$ cat src/rtl/pipe_hazard_ctrl_if.sv
// Hazard-controller bundle: pipeline register/enable inputs and stall/flush/forward outputs.
// master = pipeline side driving hazard info, slave = the hazard controller.
interface pipe_hazard_ctrl_if #(
    parameter int CNT_W = 16
);
    logic [4:0]       rs_ID;
    logic [4:0]       rt_ID;
    logic             rs_used_ID;
    logic             rt_used_ID;
    logic [4:0]       rs_EX;
    logic [4:0]       rt_EX;
    logic [4:0]       wR_EX;
    logic [4:0]       wR_MEM;
    logic [4:0]       wR_WB;
    logic             RF_we_EX;
    logic             RF_we_MEM;
    logic             RF_we_WB;
    logic             mem_read_EX;
    logic             branch_taken_EX;
    logic             dmem_req_MEM;
    logic             dmem_ack;
    logic             stall_IF;
    logic             stall_ID;
    logic             stall_EX;
    logic             stall_MEM;
    logic             flush_ID;
    logic             flush_EX;
    logic             flush_WB;
    logic [1:0]       fwdA_EX;
    logic [1:0]       fwdB_EX;
    logic [CNT_W-1:0] stall_cycles;
    logic             mem_timeout_err;

    modport master (
        output rs_ID, rt_ID, rs_used_ID, rt_used_ID, rs_EX, rt_EX,
               wR_EX, wR_MEM, wR_WB, RF_we_EX, RF_we_MEM, RF_we_WB,
               mem_read_EX, branch_taken_EX, dmem_req_MEM, dmem_ack,
        input  stall_IF, stall_ID, stall_EX, stall_MEM,
               flush_ID, flush_EX, flush_WB, fwdA_EX, fwdB_EX,
               stall_cycles, mem_timeout_err
    );

    modport slave (
        input  rs_ID, rt_ID, rs_used_ID, rt_used_ID, rs_EX, rt_EX,
               wR_EX, wR_MEM, wR_WB, RF_we_EX, RF_we_MEM, RF_we_WB,
               mem_read_EX, branch_taken_EX, dmem_req_MEM, dmem_ack,
        output stall_IF, stall_ID, stall_EX, stall_MEM,
               flush_ID, flush_EX, flush_WB, fwdA_EX, fwdB_EX,
               stall_cycles, mem_timeout_err
    );
endinterface

$ cat src/rtl/pipe_hazard_ctrl.sv
// Stall/flush sequencer for the 5-stage pipeline: RAW/load-use stalls, branch flush,
// data-memory freeze with timeout detection, stall-cycle counter.
// Optional macro FORWARDING_EN: with it, only load-use stalls and EX operands are
// forwarded from MEM/WB; without it, any RAW on EX/MEM/WB stalls and forwarding is off.
module pipe_hazard_ctrl #(
    parameter int MEM_TIMEOUT = 255,
    parameter int CNT_W       = 16
) (
    input logic              clk,
    input logic              rst_n,
    pipe_hazard_ctrl_if.slave bus
);
    typedef enum logic {RUN, MEM_WAIT} state_t;

    localparam logic [CNT_W-1:0] TIMEOUT_CNT = CNT_W'(MEM_TIMEOUT);

    state_t           state, state_nxt;
    logic [CNT_W-1:0] wait_cnt, wait_nxt;
    logic [CNT_W-1:0] stall_cnt;
    logic             timeout_err;
    logic             frozen;
    logic             hazard;
    logic [1:0]       fwd_a, fwd_b;

`ifdef FORWARDING_EN
    // Load-use detection against the EX-stage load, operand forwarding select (MEM beats WB)
    always_comb begin
        hazard = bus.mem_read_EX && bus.RF_we_EX && (bus.wR_EX != 5'd0) &&
                 ((bus.rs_used_ID && (bus.rs_ID == bus.wR_EX)) ||
                  (bus.rt_used_ID && (bus.rt_ID == bus.wR_EX)));
        fwd_a = 2'b00;
        fwd_b = 2'b00;
        if (bus.rs_EX != 5'd0) begin
            if (bus.RF_we_MEM && (bus.wR_MEM == bus.rs_EX))     fwd_a = 2'b01;
            else if (bus.RF_we_WB && (bus.wR_WB == bus.rs_EX))  fwd_a = 2'b10;
        end
        if (bus.rt_EX != 5'd0) begin
            if (bus.RF_we_MEM && (bus.wR_MEM == bus.rt_EX))     fwd_b = 2'b01;
            else if (bus.RF_we_WB && (bus.wR_WB == bus.rt_EX))  fwd_b = 2'b10;
        end
    end
`else
    logic rs_hit, rt_hit;
    logic unused_fwd_inputs;

    assign unused_fwd_inputs = ^{bus.rs_EX, bus.rt_EX, bus.mem_read_EX};

    // Any in-flight writer of an ID source register stalls until it has retired
    always_comb begin
        rs_hit = (bus.rs_ID != 5'd0) &&
                 ((bus.RF_we_EX  && (bus.rs_ID == bus.wR_EX))  ||
                  (bus.RF_we_MEM && (bus.rs_ID == bus.wR_MEM)) ||
                  (bus.RF_we_WB  && (bus.rs_ID == bus.wR_WB)));
        rt_hit = (bus.rt_ID != 5'd0) &&
                 ((bus.RF_we_EX  && (bus.rt_ID == bus.wR_EX))  ||
                  (bus.RF_we_MEM && (bus.rt_ID == bus.wR_MEM)) ||
                  (bus.RF_we_WB  && (bus.rt_ID == bus.wR_WB)));
        hazard = (bus.rs_used_ID && rs_hit) || (bus.rt_used_ID && rt_hit);
        fwd_a  = 2'b00;
        fwd_b  = 2'b00;
    end
`endif

    // FSM next state and wait counter; freeze asserts in the cycle the wait begins
    always_comb begin
        state_nxt = state;
        wait_nxt  = wait_cnt;
        frozen    = 1'b0;
        case (state)
            RUN: begin
                if (bus.dmem_req_MEM && !bus.dmem_ack) begin
                    state_nxt = MEM_WAIT;
                    wait_nxt  = '0;
                    frozen    = 1'b1;
                end
            end
            MEM_WAIT: begin
                if (bus.dmem_ack) begin
                    state_nxt = RUN;
                    wait_nxt  = '0;
                end else begin
                    frozen = 1'b1;
                    if (wait_cnt != TIMEOUT_CNT) wait_nxt = wait_cnt + CNT_W'(1);
                end
            end
            default: begin
                state_nxt = RUN;
                wait_nxt  = '0;
            end
        endcase
    end

    // Stall/flush/forward priority: freeze > branch > hazard; all zero in reset
    always_comb begin
        bus.stall_IF  = 1'b0;
        bus.stall_ID  = 1'b0;
        bus.stall_EX  = 1'b0;
        bus.stall_MEM = 1'b0;
        bus.flush_ID  = 1'b0;
        bus.flush_EX  = 1'b0;
        bus.flush_WB  = 1'b0;
        bus.fwdA_EX   = 2'b00;
        bus.fwdB_EX   = 2'b00;
        if (rst_n) begin
            bus.fwdA_EX = fwd_a;
            bus.fwdB_EX = fwd_b;
            if (frozen) begin
                bus.stall_IF  = 1'b1;
                bus.stall_ID  = 1'b1;
                bus.stall_EX  = 1'b1;
                bus.stall_MEM = 1'b1;
                bus.flush_WB  = 1'b1;
            end else if (bus.branch_taken_EX) begin
                bus.flush_ID = 1'b1;
                bus.flush_EX = 1'b1;
            end else if (hazard) begin
                bus.stall_IF = 1'b1;
                bus.stall_ID = 1'b1;
                bus.flush_EX = 1'b1;
            end
        end
    end

    // Registered state: FSM, wait counter, saturating stall counter, sticky timeout
    always_ff @(posedge clk or negedge rst_n) begin
        if (!rst_n) begin
            state       <= RUN;
            wait_cnt    <= '0;
            stall_cnt   <= '0;
            timeout_err <= 1'b0;
        end else begin
            state    <= state_nxt;
            wait_cnt <= wait_nxt;
            if (bus.stall_IF && (stall_cnt != '1)) stall_cnt <= stall_cnt + CNT_W'(1);
            if ((state == MEM_WAIT) && frozen && (wait_nxt == TIMEOUT_CNT)) timeout_err <= 1'b1;
        end
    end

    // Counter/flag outputs
    always_comb begin
        bus.stall_cycles    = stall_cnt;
        bus.mem_timeout_err = timeout_err;
    end
endmodule

$ cat src/flat_wrapper.sv
// flat-port wrapper written by rule: the top's interface ports become plain ports
module pipe_hazard_ctrl_flat 
#(
    parameter int MEM_TIMEOUT = 255,
    parameter int CNT_W       = 16
)
  (clk, rst_n, bus_rs_ID, bus_rt_ID, bus_rs_used_ID, bus_rt_used_ID, bus_rs_EX, bus_rt_EX, bus_wR_EX, bus_wR_MEM, bus_wR_WB, bus_RF_we_EX, bus_RF_we_MEM, bus_RF_we_WB, bus_mem_read_EX, bus_branch_taken_EX, bus_dmem_req_MEM, bus_dmem_ack, bus_stall_IF, bus_stall_ID, bus_stall_EX, bus_stall_MEM, bus_flush_ID, bus_flush_EX, bus_flush_WB, bus_fwdA_EX, bus_fwdB_EX, bus_stall_cycles, bus_mem_timeout_err);
  pipe_hazard_ctrl_if #(.CNT_W(CNT_W)) bus_i ();
  input logic clk;
  input logic rst_n;
  input wire logic [$bits(bus_i.rs_ID)-1:0] bus_rs_ID;
  input wire logic [$bits(bus_i.rt_ID)-1:0] bus_rt_ID;
  input wire logic [$bits(bus_i.rs_used_ID)-1:0] bus_rs_used_ID;
  input wire logic [$bits(bus_i.rt_used_ID)-1:0] bus_rt_used_ID;
  input wire logic [$bits(bus_i.rs_EX)-1:0] bus_rs_EX;
  input wire logic [$bits(bus_i.rt_EX)-1:0] bus_rt_EX;
  input wire logic [$bits(bus_i.wR_EX)-1:0] bus_wR_EX;
  input wire logic [$bits(bus_i.wR_MEM)-1:0] bus_wR_MEM;
  input wire logic [$bits(bus_i.wR_WB)-1:0] bus_wR_WB;
  input wire logic [$bits(bus_i.RF_we_EX)-1:0] bus_RF_we_EX;
  input wire logic [$bits(bus_i.RF_we_MEM)-1:0] bus_RF_we_MEM;
  input wire logic [$bits(bus_i.RF_we_WB)-1:0] bus_RF_we_WB;
  input wire logic [$bits(bus_i.mem_read_EX)-1:0] bus_mem_read_EX;
  input wire logic [$bits(bus_i.branch_taken_EX)-1:0] bus_branch_taken_EX;
  input wire logic [$bits(bus_i.dmem_req_MEM)-1:0] bus_dmem_req_MEM;
  input wire logic [$bits(bus_i.dmem_ack)-1:0] bus_dmem_ack;
  output wire logic [$bits(bus_i.stall_IF)-1:0] bus_stall_IF;
  output wire logic [$bits(bus_i.stall_ID)-1:0] bus_stall_ID;
  output wire logic [$bits(bus_i.stall_EX)-1:0] bus_stall_EX;
  output wire logic [$bits(bus_i.stall_MEM)-1:0] bus_stall_MEM;
  output wire logic [$bits(bus_i.flush_ID)-1:0] bus_flush_ID;
  output wire logic [$bits(bus_i.flush_EX)-1:0] bus_flush_EX;
  output wire logic [$bits(bus_i.flush_WB)-1:0] bus_flush_WB;
  output wire logic [$bits(bus_i.fwdA_EX)-1:0] bus_fwdA_EX;
  output wire logic [$bits(bus_i.fwdB_EX)-1:0] bus_fwdB_EX;
  output wire logic [$bits(bus_i.stall_cycles)-1:0] bus_stall_cycles;
  output wire logic [$bits(bus_i.mem_timeout_err)-1:0] bus_mem_timeout_err;
  assign bus_i.rs_ID = bus_rs_ID;
  assign bus_i.rt_ID = bus_rt_ID;
  assign bus_i.rs_used_ID = bus_rs_used_ID;
  assign bus_i.rt_used_ID = bus_rt_used_ID;
  assign bus_i.rs_EX = bus_rs_EX;
  assign bus_i.rt_EX = bus_rt_EX;
  assign bus_i.wR_EX = bus_wR_EX;
  assign bus_i.wR_MEM = bus_wR_MEM;
  assign bus_i.wR_WB = bus_wR_WB;
  assign bus_i.RF_we_EX = bus_RF_we_EX;
  assign bus_i.RF_we_MEM = bus_RF_we_MEM;
  assign bus_i.RF_we_WB = bus_RF_we_WB;
  assign bus_i.mem_read_EX = bus_mem_read_EX;
  assign bus_i.branch_taken_EX = bus_branch_taken_EX;
  assign bus_i.dmem_req_MEM = bus_dmem_req_MEM;
  assign bus_i.dmem_ack = bus_dmem_ack;
  assign bus_stall_IF = bus_i.stall_IF;
  assign bus_stall_ID = bus_i.stall_ID;
  assign bus_stall_EX = bus_i.stall_EX;
  assign bus_stall_MEM = bus_i.stall_MEM;
  assign bus_flush_ID = bus_i.flush_ID;
  assign bus_flush_EX = bus_i.flush_EX;
  assign bus_flush_WB = bus_i.flush_WB;
  assign bus_fwdA_EX = bus_i.fwdA_EX;
  assign bus_fwdB_EX = bus_i.fwdB_EX;
  assign bus_stall_cycles = bus_i.stall_cycles;
  assign bus_mem_timeout_err = bus_i.mem_timeout_err;
  pipe_hazard_ctrl #(.MEM_TIMEOUT(MEM_TIMEOUT), .CNT_W(CNT_W)) u_core (.clk(clk), .rst_n(rst_n), .bus(bus_i));
endmodule
$ cat config.mk
export PLATFORM = sky130hd
export DESIGN_NAME = pipe_hazard_ctrl_flat
export DESIGN_NICKNAME = d
export VERILOG_FILES = /design/src/rtl/pipe_hazard_ctrl_if.sv /design/src/rtl/pipe_hazard_ctrl.sv /design/src/flat_wrapper.sv
export SDC_FILE = /design/constraint.sdc
export NUM_CORES = 1
export LEC_CHECK = 0
export CAP_MARGIN = 20
export CORE_MARGIN = 2
export CORE_UTILIZATION = 47
export DETAILED_ROUTE_END_ITERATION = 10
export GPL_TIMING_DRIVEN = 0
export MAX_ROUTING_LAYER = met4
export PLACE_DENSITY = 0.91
export SYNTH_ARGS = -nofsm -noshare
export SYNTH_HDL_FRONTEND = slang
export SYNTH_SLANG_ARGS = --single-unit
$ cat constraint.sdc
create_clock -name clk -period 3.14 [get_ports clk]
set_input_delay 0.628 -clock clk [delete_from_list [all_inputs] [get_ports clk]]
set_output_delay 0.628 -clock clk [all_outputs]
set_load 0.05 [all_outputs]
* Word-level counts from Yosys, hierarchy flattened *
Index checks and enable logic that the tools add are counted.

word-level totals
  bits of input ports = 46
  logic and storage cells = 57
  output and inout bits = 28
  register bits = 34

operators by class
  equality and inequality tests = 9
  reductions and logical operators = 22
  $add $sub $neg = 2
  multiplexer cells = 19
  bitwise logic cells = 1

operators by type and width
  cell                                                                    number
  16-bit two-way mux                                                      3
  16-bit by 1-bit adder with 16-bit output, second input constant         2
  16-bit one-hot mux with 2 select lines                                  1
  5-bit equality test                                                     6
  16-bit by 8-bit equality test with 1-bit output, second input constant  1
  16-bit != test, second input constant                                   1
  16-bit by 8-bit != test with 1-bit output, second input constant        1
  1-bit logical AND                                                       14
  1-bit two-way mux                                                       14
  5-bit nonzero test                                                      2
  1-bit logical OR                                                        5
  1-bit one-hot mux with 2 select lines                                   1
  1-bit logical NOT                                                       1
  1-bit NOT                                                               1

* Depth between registers and ports, before layout *
Gate-level depths: netlist (run 1).

  depth after elaboration = 12
  depth in mapped cells = 10
  gate-level depth less buffers = 8

* Worst setup path after synthesis (run 1) *
Ideal clock, no wire load.

  kind = input -> output
  start = in bus_rs_ID[2]
  end = out bus_stall_IF
  stages on the path = 7
  data required time = 2512 ps
  slack = 294 ps
  path buffers = 2
  data arrival time = 2218 ps
  path through = xor2_1 -> nor4_1 -> nand3_1 -> and3_1 -> o211ai_2 -> buf_2 -> buf_4

between the ends
  word-level cells in the longest chain between the ends = 11
  elaborated cells between the ends (all ways) = 16
  classes of those cells = 3 x eq/ne; 4 x mux; 9 x reduce/logical

ends and longest elaborated chain
  element                                 RTL line                                        text
  start: declaration                      flat_wrapper.sv:11                              input wire logic [$bits(bus_i.rs_ID)-1:0] bus_rs_ID;
  5-bit equality test (on tied branches)  pipe_hazard_ctrl.sv:51, pipe_hazard_ctrl.sv:52
  1-bit logical AND (on tied branches)    pipe_hazard_ctrl.sv:51, pipe_hazard_ctrl.sv:52
  1-bit logical OR                        pipe_hazard_ctrl.sv:51                          ((bus.RF_we_EX && (bus.rs_ID == bus.wR_EX)) ||
  1-bit logical OR                        pipe_hazard_ctrl.sv:52                          (bus.RF_we_MEM && (bus.rs_ID == bus.wR_MEM)) ||
  1-bit logical AND *                     pipe_hazard_ctrl.sv:50                          rs_hit = (bus.rs_ID != 5'd0) &&
  1-bit logical AND *                     pipe_hazard_ctrl.sv:58                          hazard = (bus.rs_used_ID && rs_hit) || (bus.rt_used_ID && rt_hit);
  1-bit logical OR *                      pipe_hazard_ctrl.sv:58
  1-bit two-way mux * (4 in series)       n/a
  end: declaration                        flat_wrapper.sv:27                              output wire logic [$bits(bus_i.stall_IF)-1:0] bus_stall_IF;

Every way passes the cells marked *; elsewhere a longest branch is shown, timed or not.

* Worst setup path after layout (run 1) *
  start = in bus_wR_MEM[4]
  end = out bus_stall_IF

between the ends
  word-level cells in the longest chain between the ends = 11
  elaborated cells between the ends (all ways) = 17
  classes of those cells = 2 x eq/ne; 4 x mux; 11 x reduce/logical

ends and longest elaborated chain
  element                                 RTL line                                        text
  start: declaration                      flat_wrapper.sv:18                              input wire logic [$bits(bus_i.wR_MEM)-1:0] bus_wR_MEM;
  5-bit equality test (on tied branches)  pipe_hazard_ctrl.sv:52, pipe_hazard_ctrl.sv:56
  1-bit logical AND (on tied branches)    pipe_hazard_ctrl.sv:52, pipe_hazard_ctrl.sv:56
  1-bit logical OR (on tied branches)     pipe_hazard_ctrl.sv:51, pipe_hazard_ctrl.sv:55
  1-bit logical OR (on tied branches)     pipe_hazard_ctrl.sv:52, pipe_hazard_ctrl.sv:56
  1-bit logical AND (on tied branches)    pipe_hazard_ctrl.sv:50, pipe_hazard_ctrl.sv:54
  1-bit logical AND                       pipe_hazard_ctrl.sv:58
  1-bit logical OR *                      pipe_hazard_ctrl.sv:58
  1-bit two-way mux *                     pipe_hazard_ctrl.sv:116                         end else if (hazard) begin
  1-bit two-way mux *                     pipe_hazard_ctrl.sv:113                         end else if (bus.branch_taken_EX) begin
  1-bit two-way mux *                     pipe_hazard_ctrl.sv:107                         if (frozen) begin
  1-bit two-way mux *                     pipe_hazard_ctrl.sv:104                         if (rst_n) begin

Marked as above.

==> metrics.cfg, run 1 <==
[outcome]
status=finished with violations
violations=negative setup slack

[clocking]
cts_root_buffer=clkbuf_8
cts_buffers=5
htree_levels=2
clockBufferDepth=2
path_clk_slew_ps=70
ctsHoldBuffers=0
cts.sink_count=34
cts_tree=done
insertion_delay_ps=290

[die]
pin_count=74
num_rows=25
start_util=0.4856
die_area_sq_mm=0.005455
die_h_microns=73.86
core_area_sq_mm=0.004723
die_x_microns=73.86

[yosys]
synth_xor_area_frac=0.1757
ys_ff_latch=34
synth_cells=255
yosys.area_share.simple=0.2444
synth_top_family_by_area=simple AND/OR/NAND/NOR gates
synth.distinct_cells=48
synthAdderAreaFrac=0.01091
avgSynthCellArea_sq_um=8.994
syn_area_sq_mm=0.002293
yosysWarningCount=0
synth.area.mux_share=0.004910
ys_async_sr_fraction=1.000
synth_compound_area_frac=0.1358
synth_edf_count=0
synth-seq-area-share=0.3710
ys.flop_type=dfrtp_1

[routing]
drt_iter0_markers=280
drcViolationCount=0
ant_nets=0
wirelength_mm=6.510
dr_total_vias=2284
avgViaCountPerCell=5.768
drt-pass1-iter-count=4
wl_per_cell_microns=16.44

[layout]
drive_gt1_frac=0.1307
final_cells=396
final_nets=377
final_util=0.6731
multiInputGateArea_sq_mm=0.001375
syn2layout_area_growth_pct=38.63
n_antenna_cell=0
regArea_sq_um=850.8
n_fill_cell=326

[placed_design]
dp.cells=383
numPortBuffers=58
gp_congestion=0.9102
place_hpwl_mm=4.337

[global_route]
grt_pass1_wl_mm=9.798
grt_max_degree=39
grt_use_total=0.2403
grt_overflow=0
grt_pass1_vias=2152
antenna_found_initial=0

[worst_setup_path]
cpPeakStageDelay_ps=480
required_ps=2510
crit_type=input pin to output port
cp_max_fo=8
cp-start-kind=input pin
worstPathArrival_ps=2630
end_kind=output port
path_cells=clkdlybuf4s50_1 > xor2_1 > nor4_1 > nand3_1 > and3_4 > o211ai_4 > buf_6 > buf_4 > buf_8
rr_worst_depth=9
slowest_stage=clkdlybuf4s50_1

[job]
cap_violations=0

[timing]
timing.final.ws_setup_ps=-121.2
fin_crit_sh=1.039
tightestPinTransition_ps=615.0
skew_ps=3.518
final-hold-violation-count=0
maxSlewViolCount=0
setup_viol=3
fmax_mhz=306.6
rsz0062_at_grt=true
fin_crit_ps=3261
max_slew_margin=0.5878

[pwr]
ir_drop_mv=0.7291
p_per_area_mw_per_mm2=436.9
p_leak_uw=0.001439

[hold_path]
min_path_type=input pin to asynchronous set/reset pin

==> final timing paths <==
check / end / startpoint / slack (ps)
max reg2reg: u_core.bus.mem_timeout_err$_DFFE_PN0P_ / u_core.wait_cnt[0]$_DFF_PN0_ / 670
min reg2reg: u_core.bus.stall_cycles[11]$_DFFE_PN0P_ / u_core.bus.stall_cycles[11]$_DFFE_PN0P_ / 500
min in group clk: u_core.bus.stall_cycles[11]$_DFFE_PN0P_ / u_core.bus.stall_cycles[11]$_DFFE_PN0P_ / 500
max in group asynchronous: u_core.bus.stall_cycles[13]$_DFFE_PN0P_ / rst_n / 2520
max: bus_stall_IF / bus_wR_MEM[4] / -120
min: u_core.wait_cnt[2]$_DFF_PN0_ / rst_n / 280
==> where the power goes <==
part	internal [uW]	switching [uW]
Clock	254	162
Combinational	173	272
Sequential	473	55.0
==> layout by cell type (no fill, tap or decap), types with 2 or more instances in the layout <==
master           count
a21oi_1             10
dlymetal6s2s_1       6
nor4_1               7
xor2_1              25
or4_1                2
buf_4               16
nand2b_1             2
o22ai_1              3
inv_1                7
nand2_1             20
o21ai_0             16
o21ai_1              3
and4_1               2
buf_2                2
xnor2_1             21
clkdlybuf4s50_1     36
nor2b_1              2
dfrtp_1             34
nor3_1               4
ha_1                 2
nand4b_1             2
nand3b_1             2
buf_6                3
a31oi_1              4
and3_4               3
and3_1               7
a21o_1               2
nand4_1             10
conb_1               4
nor4_2               2
clkbuf_1             3
nor2_1              12
nand3_1             17
clkbuf_8             6
dlygate4sd2_1       12
==> worst max-delay path: cells and delay by family <==
kind / cells / cell delay (ps)
buffers and inverters: 4 / 880
XOR/XNOR: 1 / 180
AND/OR/NAND/NOR: 3 / 760
AO/OA/AOI/OAI: 1 / 180
==> synthesized netlist by cell type (2+ instances only) <==
library cell	number	area share
and4_1	2	0.0076
xnor2_1	21	0.080
or4_1	2	0.0065
o21ai_0	18	0.039
inv_1	7	0.011
ha_1	2	0.011
a21oi_1	10	0.022
buf_2	3	0.0065
buf_4	7	0.023
o22ai_1	3	0.0082
xor2_1	25	0.095
nor4_1	9	0.025
nor2b_1	2	0.0055
nand2b_1	2	0.0055
buf_6	2	0.0098
nand2_1	20	0.033
a21o_1	2	0.0065
nand4_1	10	0.027
and3_1	9	0.025
nand4b_1	2	0.0076
nand3b_1	2	0.0065
nor2_1	12	0.020
dfrtp_1	34	0.37
nor3_1	4	0.0087
nand3_1	17	0.037
a31oi_1	4	0.011
clkbuf_1	3	0.0049
==> metal layers <==
metal  global-route usage  part of all wire  vias to the layer above
met2               0.3968              0.51                      116
met1               0.2961              0.40                     1097
li1                     -                 -                     1054
met3              0.04390             0.067                       17
met5                    -                 0                        -
met4              0.08081             0.022                        0
==> cells by family after synthesis <==
| family | Yosys count |
|---|---|
| simple gates | 100 |
| compound gates | 49 |
| xor+xnor | 46 |
| flops | 34 |
| buf+inv | 22 |
| fa+ha+maj | 2 |
| other cells | 1 |
| mux | 1 |
==> area by class of cell <==
type | count | share of cell area
multi-input combinational | 202 | 0.4325
clock buffer | 6 | 0.02597
sequential | 34 | 0.2676
inverter | 7 | 0.008264
timing repair buffer | 64 | 0.1960
buffer | 15 | 0.03384
clock inverter | 1 | 0.009445
tap | 67 | 0.02637
==> what timing repair did <==
item                                    CTS  global route
buffers inserted                          1             5
endpoints found under the setup margin    5             4
pin swaps                                 2             7
gates cloned                              0             0
resized for setup                        36            16
==> through the flow <==
step           total power (uW)  cell area [sq um]  setup TNS (ps)  hold slack (ps)  setup WS [ps]
3_5_place_dp              952.2               2964           -2581            487.6         -992.4
3_3_place_gp              940.9               2969          -13180            479.7          -1619
4_1_cts                    1365               3088               0            306.6         0.5960
2_1_floorplan             778.1               2305               0            332.4          294.0
5_1_grt                    1440               3179          -483.1            314.0         -202.1
6_report                   1389               3179          -241.3            283.6         -121.2
==> registers in the layout, indices dropped and copies added (netlist names) <==
signal and flops:
u_core.state 1, u_core.bus.mem_timeout_err 1, u_core.bus.stall_cycles 16, u_core.wait_cnt 16
(Power assumes the default switching activity.)
==> run 2, diff against run 1 <==
- SETUP_SLACK_MARGIN: default -> 0.3
- clock period: 3.14 -> 3.3 ns (I/O delays scaled with it)
==> run 2 against run 1 <==
The run now ends clean. Hold slack better by 29 ps. Global-route usage up 0.31 points. Largest power group unchanged. Critical path depth is the same.
==> metrics.cfg, run 2 (same netlist as run 1, synthesis figures left out) <==
[global_route]
grt_pass1_vias=2122  ; was 2152
grt_max_degree=39  ; unchanged
grt_use_total=0.2434  ; was 0.2403
grt_overflow=0  ; unchanged
antenna_found_initial=0  ; unchanged
grt_pass1_wl_mm=9.936  ; was 9.798 mm

[placed_design]
pre_cts_slack_ps=-896.4  ; was -992.4 ps
gp_congestion=0.9102  ; unchanged
numPortBuffers=58  ; unchanged
place_hpwl_mm=4.337  ; unchanged

[die]
core_area_sq_mm=0.004723  ; unchanged
die_x_microns=73.86  ; unchanged
num_rows=25  ; unchanged
die_area_sq_mm=0.005455  ; unchanged
die_h_microns=73.86  ; unchanged
pin_count=74  ; unchanged
start_util=0.4856  ; unchanged

[worst_setup_path]
reg2reg_slack_ps=820  ; was 670 ps
rr_endpoint=u_core.bus.mem_timeout_err$_DFFE_PN0P_  ; unchanged
cp-start-kind=input pin  ; unchanged
rr_worst_depth=9  ; unchanged
crit_type=input pin to output port  ; unchanged
worstPathArrival_ps=2420  ; was 2630 ps
cp_max_fo=4  ; was 8
end_kind=output port  ; unchanged
required_ps=2640  ; was 2510 ps
r2r_start=u_core.wait_cnt[0]$_DFF_PN0_  ; unchanged
worstSetupStartpoint=bus_wR_EX[1]  ; was bus_wR_MEM[4]

[routing]
drcViolationCount=0  ; unchanged
avgViaCountPerCell=5.720  ; was 5.768
dr_total_vias=2271  ; was 2284
drt-pass1-iter-count=5  ; was 4
ant_nets=0  ; unchanged
wl_per_cell_microns=16.11  ; was 16.44 microns
wirelength_mm=6.395  ; was 6.510 mm
drt_iter0_markers=259  ; was 280

[timing]
tightestPinTransition_ps=564.5  ; was 615.0 ps
fin_crit_sh=0.9326
whs_ps=312.3  ; was 283.6 ps
max_slew_margin=0.6216  ; was 0.5878
setup_viol=0  ; was 3
timing.final.ws_setup_ps=222.5  ; was -121.2 ps
fin_crit_ps=3078
skew_ps=3.190  ; was 3.518 ps
maxSlewViolCount=0  ; unchanged
fmax_mhz=324.9
final-hold-violation-count=0  ; unchanged
rsz0062_at_grt=true  ; unchanged
fin_tns_setup_ps=0  ; was -241.3 ps

[pwr]
combPwrFrac=0.319  ; was 0.320
swShare=0.3543  ; was 0.3521
seqPwrFrac=0.380  ; about the same
p_int_uw=854.3  ; was 899.8 uW
ir_drop_mv=0.6848  ; was 0.7291 mV
netSwitchingPower_uw=468.7  ; was 489.1 uW
p_per_area_mw_per_mm2=416.8  ; was 436.9 mW/mm^2
pwr-share-clk=0.301  ; was 0.300
p_leak_uw=0.001408  ; was 0.001439 uW

[clocking]
clockBufferDepth=2  ; unchanged
path_clk_slew_ps=70  ; about the same
insertion_delay_ps=290  ; about the same
cts.sink_count=34  ; unchanged
cts_root_buffer=clkbuf_8  ; unchanged
htree_levels=2  ; unchanged
cts_tree=done  ; unchanged
ctsHoldBuffers=0  ; unchanged
cts_buffers=5  ; unchanged

[layout]
final_nets=378  ; was 377
n_antenna_cell=0  ; unchanged
final_common_cell=dfrtp_1  ; was clkdlybuf4s50_1
final_util=0.6721  ; was 0.6731
drive_gt1_frac=0.1848  ; was 0.1307
final_cell_mix=dfrtp_1, xor2_1, clkdlybuf4s50_1, xnor2_1, nand2_1  ; was clkdlybuf4s50_1, dfrtp_1, xor2_1, xnor2_1, nand2_1
syn2layout_area_growth_pct=38.41  ; was 38.63%

[job]
cap_violations=0  ; unchanged

[hold_path]
min_path_type=input pin to asynchronous set/reset pin  ; unchanged

[outcome]
status=finished, final reports clean  ; was finished with violations

[run 2: cell count changes in the layout (fill, tap and decap cells not counted), moves of 6 or more]
| cell | delta |
|---|---|
| clkdlybuf4s50_1 | -11 |
| clkbuf_2 | +8 |
| dlygate4sd2_1 | +6 |
| dlymetal6s2s_1 | -6 |
[run 2: layout make-up]
| cell class | instances | area (sq um) |
|---|---|---|
| Buffer | 15 | 107.6 |
| Clock buffer | 6 | 82.58 |
| Clock inverter | 1 | 30.03 |
| Fill cell | 332 | 1549 |
| Inverter | 7 | 26.28 |
| Multi-Input combinational cell | 202 | 1406 |
| Sequential cell | 34 | 850.8 |
| Tap cell | 67 | 83.83 |
| Timing Repair Buffer | 65 | 586.8 |
[run 2: layer usage]
layer	track usage	wire length, microns	vias up	share of wire
li1	-	-	1056	-
met1	0.3068	2577	1094	0.40
met2	0.4067	3348	114	0.52
met3	0.03567	417	7	0.065
met4	0.06869	53	0	0.0083
met5	-	0	-	0
[run 2: how the worst max path moves through the flow]
stage | end | cells past startpoint
after floorplan | bus_stall_IF | 7
after global placement | bus_stall_IF | 7
after detailed placement | bus_stall_IF | 9
after CTS | bus_stall_IF | 8
after global routing | bus_stall_IF | 9
final | bus_stall_IF | 9
[run 2: critical path: stages]
cell and delay (ps):
dlygate4sd2_1 270, xor2_1 180, nor4_1 380, and3_2 300, o311ai_4 100, o211ai_4 120
buf_6 150, buf_4 110, buf_6 140
[run 2: what timing repair did]
action                     4_1_cts  5_1_grt
gates cloned                     0        0
setup endpoints to repair        7        5
pin swaps                       16       10
setup buffers                    5        2
resized for setup               65       28
[run 2: power groups by stage]
stage | logic [uW] | registers, uW | clock network [uW]
after CTS | 407 | 497 | 398
after global placement | 395 | 500 | 0
after global routing | 445 | 508 | 421
after detailed placement | 404 | 503 | 0
final | 421 | 503 | 399
after floorplan | 144 | 597 | 0
[run 2: through the flow]
stage                     total power, uW  area, sq um  instances
after floorplan                     740.4         2305        258
after global placement              895.3         2969        383
after detailed placement            906.0         2964        383
after CTS                            1302         3141        395
after global routing                 1373         3174        397
final                                1323         3174        397
